==> src/rtl/fibo_pkg.sv <==
// Shared types and default sizes for the parametrised Fibonacci generator.
package fibo_pkg;

  localparam int FIBO_WIDTH = 8;
  localparam int FIBO_CNT_W = 8;

  typedef enum logic [1:0] {
    IDLE = 2'd0,
    RUN  = 2'd1,
    DONE = 2'd2
  } fibo_state_e;

endpackage

==> src/rtl/fibo_gen_param_if.sv <==
// Command and term-stream signals between the generator, its control master
// and the downstream consumer.
interface fibo_gen_param_if
  import fibo_pkg::*;
#(
  parameter int WIDTH = FIBO_WIDTH,
  parameter int CNT_W = FIBO_CNT_W
);
  logic             start;
  logic [WIDTH-1:0] seed0;
  logic [WIDTH-1:0] seed1;
  logic [CNT_W-1:0] num_terms;
  logic             term_ready;
  logic [WIDTH-1:0] fibo_term;
  logic             term_valid;
  logic [CNT_W-1:0] term_idx;
  logic             term_ovf;
  logic             overflow;
  logic             busy;
  logic             done;

  modport master (
    output start, seed0, seed1, num_terms, term_ready,
    input  fibo_term, term_valid, term_idx, term_ovf, overflow, busy, done
  );

  modport slave (
    input  start, seed0, seed1, num_terms, term_ready,
    output fibo_term, term_valid, term_idx, term_ovf, overflow, busy, done
  );
endinterface

==> src/rtl/rcadder_nb.sv <==
// WIDTH-bit ripple-carry adder; each stage takes its carry from the previous
// generate block so the chain stays a plain bit-serial ripple.
module rcadder_nb #(
  parameter int WIDTH = 8
) (
  input  logic [WIDTH-1:0] a,
  input  logic [WIDTH-1:0] b,
  output logic [WIDTH-1:0] sum,
  output logic             cout
);

  generate
    for (genvar gi = 0; gi < WIDTH; gi++) begin : g_fa
      logic w_ci;
      logic w_co;
      if (gi == 0) begin : g_lsb
        assign w_ci = 1'b0;
      end else begin : g_mid
        assign w_ci = g_fa[gi-1].w_co;
      end
      assign sum[gi] = a[gi] ^ b[gi] ^ w_ci;
      assign w_co    = (a[gi] & b[gi]) | (w_ci & (a[gi] ^ b[gi]));
    end
  endgenerate

  assign cout = g_fa[WIDTH-1].w_co;

endmodule

==> src/rtl/fibo_gen_param.sv <==
// Fibonacci sequence generator with start/done command and valid/ready term output.
// Build option FIBO_SAT_EN: saturate a carrying term to all-ones and end the sequence on it.
module fibo_gen_param
  import fibo_pkg::*;
#(
  parameter int WIDTH = FIBO_WIDTH,
  parameter int CNT_W = FIBO_CNT_W
) (
  input  logic             clk,
  input  logic             reset,
  fibo_gen_param_if.slave  bus
);

  fibo_state_e      r_state;
  fibo_state_e      w_state_next;
  logic [WIDTH-1:0] r_a;
  logic [WIDTH-1:0] r_b;
  logic             r_a_ovf;
  logic             r_b_ovf;
  logic [CNT_W-1:0] r_idx;
  logic [CNT_W-1:0] r_num;
  logic             r_overflow;
  logic [WIDTH-1:0] w_sum;
  logic [WIDTH-1:0] w_b_next;
  logic             w_cout;
  logic             w_accept;
  logic             w_last;

  rcadder_nb #(.WIDTH(WIDTH)) u_add (
    .a    (r_b),
    .b    (r_a),
    .sum  (w_sum),
    .cout (w_cout)
  );

  always_comb begin
    w_accept = (r_state == RUN) && bus.term_ready;
`ifdef FIBO_SAT_EN
    w_b_next = w_cout ? {WIDTH{1'b1}} : w_sum;
    // A saturated term is final no matter how many terms were requested.
    w_last   = (r_idx == r_num - CNT_W'(1)) || r_a_ovf;
`else
    w_b_next = w_sum;
    w_last   = (r_idx == r_num - CNT_W'(1));
`endif
  end

  always_comb begin
    w_state_next = r_state;
    case (r_state)
      IDLE: begin
        if (bus.start) begin
          w_state_next = (bus.num_terms == '0) ? DONE : RUN;
        end
      end
      RUN: begin
        if (w_accept && w_last) begin
          w_state_next = DONE;
        end
      end
      DONE:    w_state_next = IDLE;
      default: w_state_next = IDLE;
    endcase
  end

  always_ff @(posedge clk or posedge reset) begin
    if (reset) begin
      r_state <= IDLE;
    end else begin
      r_state <= w_state_next;
    end
  end

  always_ff @(posedge clk or posedge reset) begin
    if (reset) begin
      r_a        <= '0;
      r_b        <= '0;
      r_a_ovf    <= 1'b0;
      r_b_ovf    <= 1'b0;
      r_idx      <= '0;
      r_num      <= '0;
      r_overflow <= 1'b0;
    end else begin
      if (r_state == IDLE && bus.start) begin
        r_a        <= bus.seed0;
        r_b        <= bus.seed1;
        r_a_ovf    <= 1'b0;
        r_b_ovf    <= 1'b0;
        r_idx      <= '0;
        r_num      <= bus.num_terms;
        r_overflow <= 1'b0;
      end else if (w_accept) begin
        r_a        <= r_b;
        r_a_ovf    <= r_b_ovf;
        r_b        <= w_b_next;
        r_b_ovf    <= w_cout;
        r_idx      <= r_idx + CNT_W'(1);
        r_overflow <= r_overflow | r_a_ovf;
      end
    end
  end

  assign bus.term_valid = (r_state == RUN);
  assign bus.fibo_term  = (r_state == RUN) ? r_a : '0;
  assign bus.term_ovf   = (r_state == RUN) & r_a_ovf;
  assign bus.term_idx   = r_idx;
  assign bus.overflow   = r_overflow;
  assign bus.busy       = (r_state == RUN);
  assign bus.done       = (r_state == DONE);

endmodule

==> src/flat_wrapper.sv <==
// flat-port wrapper written by rule: the top's interface ports become plain ports
module fibo_gen_param_flat import fibo_pkg::*;
#(
  parameter int WIDTH = FIBO_WIDTH,
  parameter int CNT_W = FIBO_CNT_W
)
  (clk, reset, bus_start, bus_seed0, bus_seed1, bus_num_terms, bus_term_ready, bus_fibo_term, bus_term_valid, bus_term_idx, bus_term_ovf, bus_overflow, bus_busy, bus_done);
  fibo_gen_param_if #(.WIDTH(WIDTH), .CNT_W(CNT_W)) bus_i ();
  input  logic clk;
  input  logic reset;
  input wire logic [$bits(bus_i.start)-1:0] bus_start;
  input wire logic [$bits(bus_i.seed0)-1:0] bus_seed0;
  input wire logic [$bits(bus_i.seed1)-1:0] bus_seed1;
  input wire logic [$bits(bus_i.num_terms)-1:0] bus_num_terms;
  input wire logic [$bits(bus_i.term_ready)-1:0] bus_term_ready;
  output wire logic [$bits(bus_i.fibo_term)-1:0] bus_fibo_term;
  output wire logic [$bits(bus_i.term_valid)-1:0] bus_term_valid;
  output wire logic [$bits(bus_i.term_idx)-1:0] bus_term_idx;
  output wire logic [$bits(bus_i.term_ovf)-1:0] bus_term_ovf;
  output wire logic [$bits(bus_i.overflow)-1:0] bus_overflow;
  output wire logic [$bits(bus_i.busy)-1:0] bus_busy;
  output wire logic [$bits(bus_i.done)-1:0] bus_done;
  assign bus_i.start = bus_start;
  assign bus_i.seed0 = bus_seed0;
  assign bus_i.seed1 = bus_seed1;
  assign bus_i.num_terms = bus_num_terms;
  assign bus_i.term_ready = bus_term_ready;
  assign bus_fibo_term = bus_i.fibo_term;
  assign bus_term_valid = bus_i.term_valid;
  assign bus_term_idx = bus_i.term_idx;
  assign bus_term_ovf = bus_i.term_ovf;
  assign bus_overflow = bus_i.overflow;
  assign bus_busy = bus_i.busy;
  assign bus_done = bus_i.done;
  fibo_gen_param #(.WIDTH(WIDTH), .CNT_W(CNT_W)) u_core (.clk(clk), .reset(reset), .bus(bus_i));
endmodule
==> config.mk <==
export PLATFORM = sky130hd
export DESIGN_NAME = fibo_gen_param_flat
export DESIGN_NICKNAME = d
export VERILOG_FILES = /design/src/rtl/fibo_pkg.sv /design/src/rtl/fibo_gen_param_if.sv /design/src/rtl/rcadder_nb.sv /design/src/rtl/fibo_gen_param.sv /design/src/flat_wrapper.sv
export SDC_FILE = /design/constraint.sdc
export NUM_CORES = 1
export LEC_CHECK = 0
export CORE_UTILIZATION = 30
export CTS_BUF_LIST = sky130_fd_sc_hd__clkbuf_16
export CTS_CLUSTER_DIAMETER = 200
export DETAILED_ROUTE_END_ITERATION = 10
export GPL_TIMING_DRIVEN = 0
export SYNTH_ARGS = -nofsm -noshare
export SYNTH_HDL_FRONTEND = slang
export SYNTH_SLANG_ARGS = --single-unit
==> constraint.sdc <==
create_clock -name clk -period 4.4 [get_ports clk]
set_input_delay 0.66 -clock clk [delete_from_list [all_inputs] [get_ports clk]]
set_output_delay 0.66 -clock clk [all_outputs]
set_load 0.01 [all_outputs]
---- Word-level counts from Yosys, hierarchy flattened ----
Cells that the tools add are included.
Widths: inputs -> output; s select.
storage, ports and cells
  bits in registers ....................... 37
  bits of input ports ..................... 28
  output and inout bits ................... 21
  word-level logic and storage cells ...... 78
cells by class
  equality and inequality tests ........... 5
  bitwise gates (word level) .............. 39
  reduce and logical (&&, ||, !) cells .... 7
  muxes and demuxes ....................... 17
  add/sub/neg operators ................... 2
operators by type and width
  kind                 count
  $mux 8               7
  $and 1x1->1          16
  $xor 1x1->1          15
  $add 8x1->8 const B  1
  $eq 8x8->1           1
  $logic_not 8->1      1
  $or 1x1->1           8
  $sub 8x1->8 const B  1
  $mux 1               6
  $mux 2               3
  $pmux 2 s2           1
  $logic_and 1x1->1    3
  $eq 2x1->1 const B   1
  $eq 2x2->1 const B   1
  $logic_not 2->1      1
  $ne 2x1->1 const B   1
  $ne 2x2->1 const B   1
  $reduce_and 2->1     1
  $reduce_bool 2->1    1

---- Depth between registers and ports, before layout ----
  depth after elaboration ................. 17
  mapped depth ............................ 12
  gate-level depth less buffers ........... 12

---- Modules after synthesis ----
Synthesis repeated with hierarchy kept, for this count alone.
second synthesis, totals
  cell total of the unflattened synthesis .. 214
  area, all modules ....................... 2110.8 sq um
modules (own cells, without submodules)
  module          seq. area each (sq um)  times used  cells an instance  area an instance (sq um)
  fibo_gen_param  925.9                   1           196                1920.6
  rcadder_nb      0.0                     1           18                 190.2

---- Worst setup path after synthesis ----
Ideal clock, no wire load.
  path kind ............................... reg-to-reg
  from .................................... register u_core.r_b[0]
  to ...................................... register u_core.r_b[7]
  cell stages (with the launch flop) ...... 13
  arrival time ............................ 3.392 ns
  required time ........................... 4.273 ns
  slack ................................... 0.881 ns
  buffers on the path ..................... 0
  clock period less this slack ............ 3.519 ns
  setup time .............................. 0.127 ns
  cell sequence ........................... dfrtp_1 ha_1 fa_1 fa_1 fa_1 fa_1 inv_1 fa_1 inv_1 fa_1 fa_1 a222oi_1 inv_1
on the way
  word-level cells in the longest chain between the ends .. 16
ends and longest elaborated chain
  element                   line                  text
  from (decl)               fibo_gen_param.sv:17  logic [WIDTH-1:0] r_b;
  from (signal assigned)    fibo_gen_param.sv:86  r_b <= bus.seed1;
  from (signal assigned)    fibo_gen_param.sv:95  r_b <= w_b_next;
  $and 1x1->1 (2 in a row)  rcadder_nb.sv:22      assign w_co = (a[gi] & b[gi]) | (w_ci & (a[gi] ^ b[gi]));
  $or 1x1->1                rcadder_nb.sv:22
  $and 1x1->1               rcadder_nb.sv:22
  $or 1x1->1                rcadder_nb.sv:22
  $and 1x1->1               rcadder_nb.sv:22
  $or 1x1->1                rcadder_nb.sv:22
  $and 1x1->1               rcadder_nb.sv:22
  $or 1x1->1                rcadder_nb.sv:22
  $and 1x1->1               rcadder_nb.sv:22
  $or 1x1->1                rcadder_nb.sv:22
  $and 1x1->1               rcadder_nb.sv:22
  $or 1x1->1                rcadder_nb.sv:22
  $xor 1x1->1               rcadder_nb.sv:21      assign sum[gi] = a[gi] ^ b[gi] ^ w_ci;
  $mux 8                    fibo_gen_param.sv:92  end else if (w_accept) begin
  $mux 8                    fibo_gen_param.sv:84  if (r_state == IDLE && bus.start) begin
Every way passes these cells. The select of a mux whose other input is x is not followed.
A chain may end at the register's enable or synchronous reset.

---- Final worst setup path ----
Same ends and word-level chain as after synthesis.

==> out/summary.txt <==
Status: finished clean
DRC Markers: 0
PD cells: 713 nW/um2
Max Freq: 0.262 GHz
Total grt overflow: 0
Leakage: 1.20 nW
CTS resizes: 0
Pin count of the biggest net entering global routing: 38
Port Buffers: 48
Drt first pass iters: 5
Mapped Cells: 199
TritonCTS clock tree: done
Synth unique cells: 45
Hold Fails Final Rpt: 0
CP Class: reg2reg
Yosys warning count: 0
Placer Congestion: 0.786
WP data arrival: 3.97 ns
Placed Cells incl. Taps: 343
Routed wire length: 5140 um
Total CTS buffers: 5
Mean Syn Cell Area: 10.8 um2
Rows: 30
Worst-path cell chain: ha_1 > fa_1 > fa_1 > fa_1 > fa_1 > inv_1 > fa_1 > inv_1 > fa_1 > fa_1 > a222oi_1 > inv_1
Yosys top cell area share: 0.429
Worst skew pair latency: 0.28 ns
Clk buf depth: 2
Finished Cell Area: 2890 um2
Post-layout util: 0.421
Maximum level of the CTS H-tree: 2
Syn Nets: 237
CP endpoint kind: register
Area grow syn2layout: 34.0%
WP depth: 12
Post-route antenna net violation count: 0
Cell Area, Placed: 2760 um2
CP max stage delay: 0.45 ns
Hpwl dp: 3640 um
Critical path launch point type: register
CP Buf/Inv Count: 3
Count leader, synth: dfrtp_1
Routed length per instance: 14.7 um
Clock transition at path regs: 0.05 ns
Worst slew pin tran: 0.824 ns
Delay-heaviest family, CP: adder cells
Max Transition Viols Final: 0
Post-Syn Area: 2160 um2
Initial antenna violation count: 0
Setup Skew: 0.00252 ns
Initial core utilization: 0.314
Die area: 7530 um2
Final TNS setup: 0 ns
Top post-synthesis cells by count: dfrtp_1 (37), nand2_1 (18), inv_1 (14), o21ai_0 (14)
Vias per inst: 4.76
CP dominant cell by count: fa_1
Seq/Total Area, Yosys: 0.429
Number of global-route vias before repair: 1651
Required @ worst endpoint: 4.56 ns
Hold Buf Count CTS: 0
FF-to-FF path depth: 12
RSZ-0062 raised after global routing: false
# Post-CTS Setup Buffers: 0
Nets: 292
Slowest-stage cell, CP: fa_1
Clk root buf: clkbuf_16
Hold Path Cell Cnt: 1
Max FO, Critical Path: 3
Fin crit share: 0.867
Max cap viols: 0
Yosys top cell by area: dfrtp_1
Top cells by area, synth: dfrtp_1 (43%), fa_1 (6.5%), mux2i_1 (4.2%)
Peak VDD IR: 0.293 mV
DR vias: 1665
Max_slew headroom: 0.450
Die Y: 86.8 um
Share of cells above drive strength 1: 0.114
EDFF count, synth: 0
Non-Filler Instances: 350
Number of setup violations in the final report: 0
Hold WC Path Type: reg2reg
Ys flop type: dfrtp_1
DR iter-0 viols: 87
Fillers: 661
Min Tclk post-route: 3.81 ns
Final hold slack: 0.508 ns
First-pass GRT wire length: 8520 um
GRT Total Usage: 0.152
Ys async rst share: 1.00
Core area: 6870 um2
Yosys reg bits: 37
IO Pins: 49
Sink Count: 37
Die width: 86.8 um
# diodes: 0
-- worst reg2reg max path: stages (launching register included) --
cell and delay [ns]:
dfrtp_1 0.40, ha_1 0.22, fa_1 0.38, fa_1 0.40
fa_1 0.40, fa_1 0.39, inv_1 0.08, fa_1 0.17
inv_1 0.05, fa_1 0.40, fa_1 0.45, a222oi_1 0.26
inv_1 0.07
-- routing by layer --
metal,track usage,wire [um],vias to the layer above,share of wire
li1,-,-,802,-
met1,0.202,2430,817,0.47
met2,0.241,2450,41,0.48
met3,0.0352,201,5,0.039
met4,0.0545,62,0,0.012
met5,0,0,-,0
-- report_power, final --
part	switching [W]	leakage [nW]	total (W)	internal, W
sequential	0.000189	0.458	0.000687	0.000497
clock	0.000130	0.0685	0.000332	0.000202
combinational	0.000483	0.677	0.00104	0.000559
total	0.000802	1.20	0.00206	0.00126
-- state kept, by name, indices dropped and copies added, names as in the netlist --
register / flops
u_core.bus.term_idx: 8
u_core.bus.overflow: 1
u_core.r_b: 8
u_core.r_a_ovf: 1
u_core.r_state: 2
u_core.r_b_ovf: 1
u_core.r_num: 8
u_core.r_a: 8
-- through the flow --
stage	total power [W]	setup slack [ns]
2_1_floorplan	0.00135	0.881
3_3_place_gp	0.00171	0.658
3_5_place_dp	0.00174	0.606
4_1_cts	0.00209	0.574
5_1_grt	0.00225	0.456
6_report	0.00206	0.587
-- layout make-up --
type / instances / area (um2) / area share
multi-input cells: 138 / 1120 / 0.388
inverters: 14 / 52.6 / 0.0182
repair buffers: 48 / 480 / 0.166
flip-flops and latches: 37 / 926 / 0.320
well taps: 96 / 120 / 0.0416
clock buffers: 5 / 125 / 0.0433
plain buffers: 10 / 56.3 / 0.0195
clock inverters: 2 / 7.51 / 0.00260
-- cells by family (layout without fill, tap and decap cells) --
group	count (synthesis)	in the layout	synth area share
xor gates and xnor gates	14	14	0.0568
and+or+nand+nor	62	62	0.167
DFF	37	37	0.429
AOI/OAI and AO/OA	36	36	0.136
adders and majority gates	10	10	0.0824
muxes	16	16	0.0783
buffers and inverters	24	79	0.0505
-- cell usage in the layout (no fill, tap or decap), types with 3 or more instances in the layout --
cell and instances:
ha_1 3, fa_1 7, clkdlybuf4s50_1 48, buf_2 3, a22o_1 6, nor2b_1 3, xnor2_1 7, dfrtp_1 37
and2_1 9, o21ai_0 14, inv_1 14, nand2_1 18, clkbuf_1 4, nor2_1 8, mux2_2 7, clkbuf_16 5
a222oi_1 6, xor2_1 7, mux2i_1 9, nand3_1 3
-- worst paths after layout --
kind | start | to | slack (ns)
worst max-delay path | u_core.r_b[0] | u_core.r_b[7] | 0.59
worst min-delay path | u_core.r_b_ovf | u_core.r_a_ovf | 0.51
worst max register to register | u_core.r_b[0] | u_core.r_b[7] | 0.59
worst min register to register | u_core.r_b_ovf | u_core.r_a_ovf | 0.51
max in group asynchronous | reset | u_core.r_num[2] | 3.01
min in group asynchronous | reset | u_core.r_b[5] | 0.86
(Power assumes the default switching activity.)
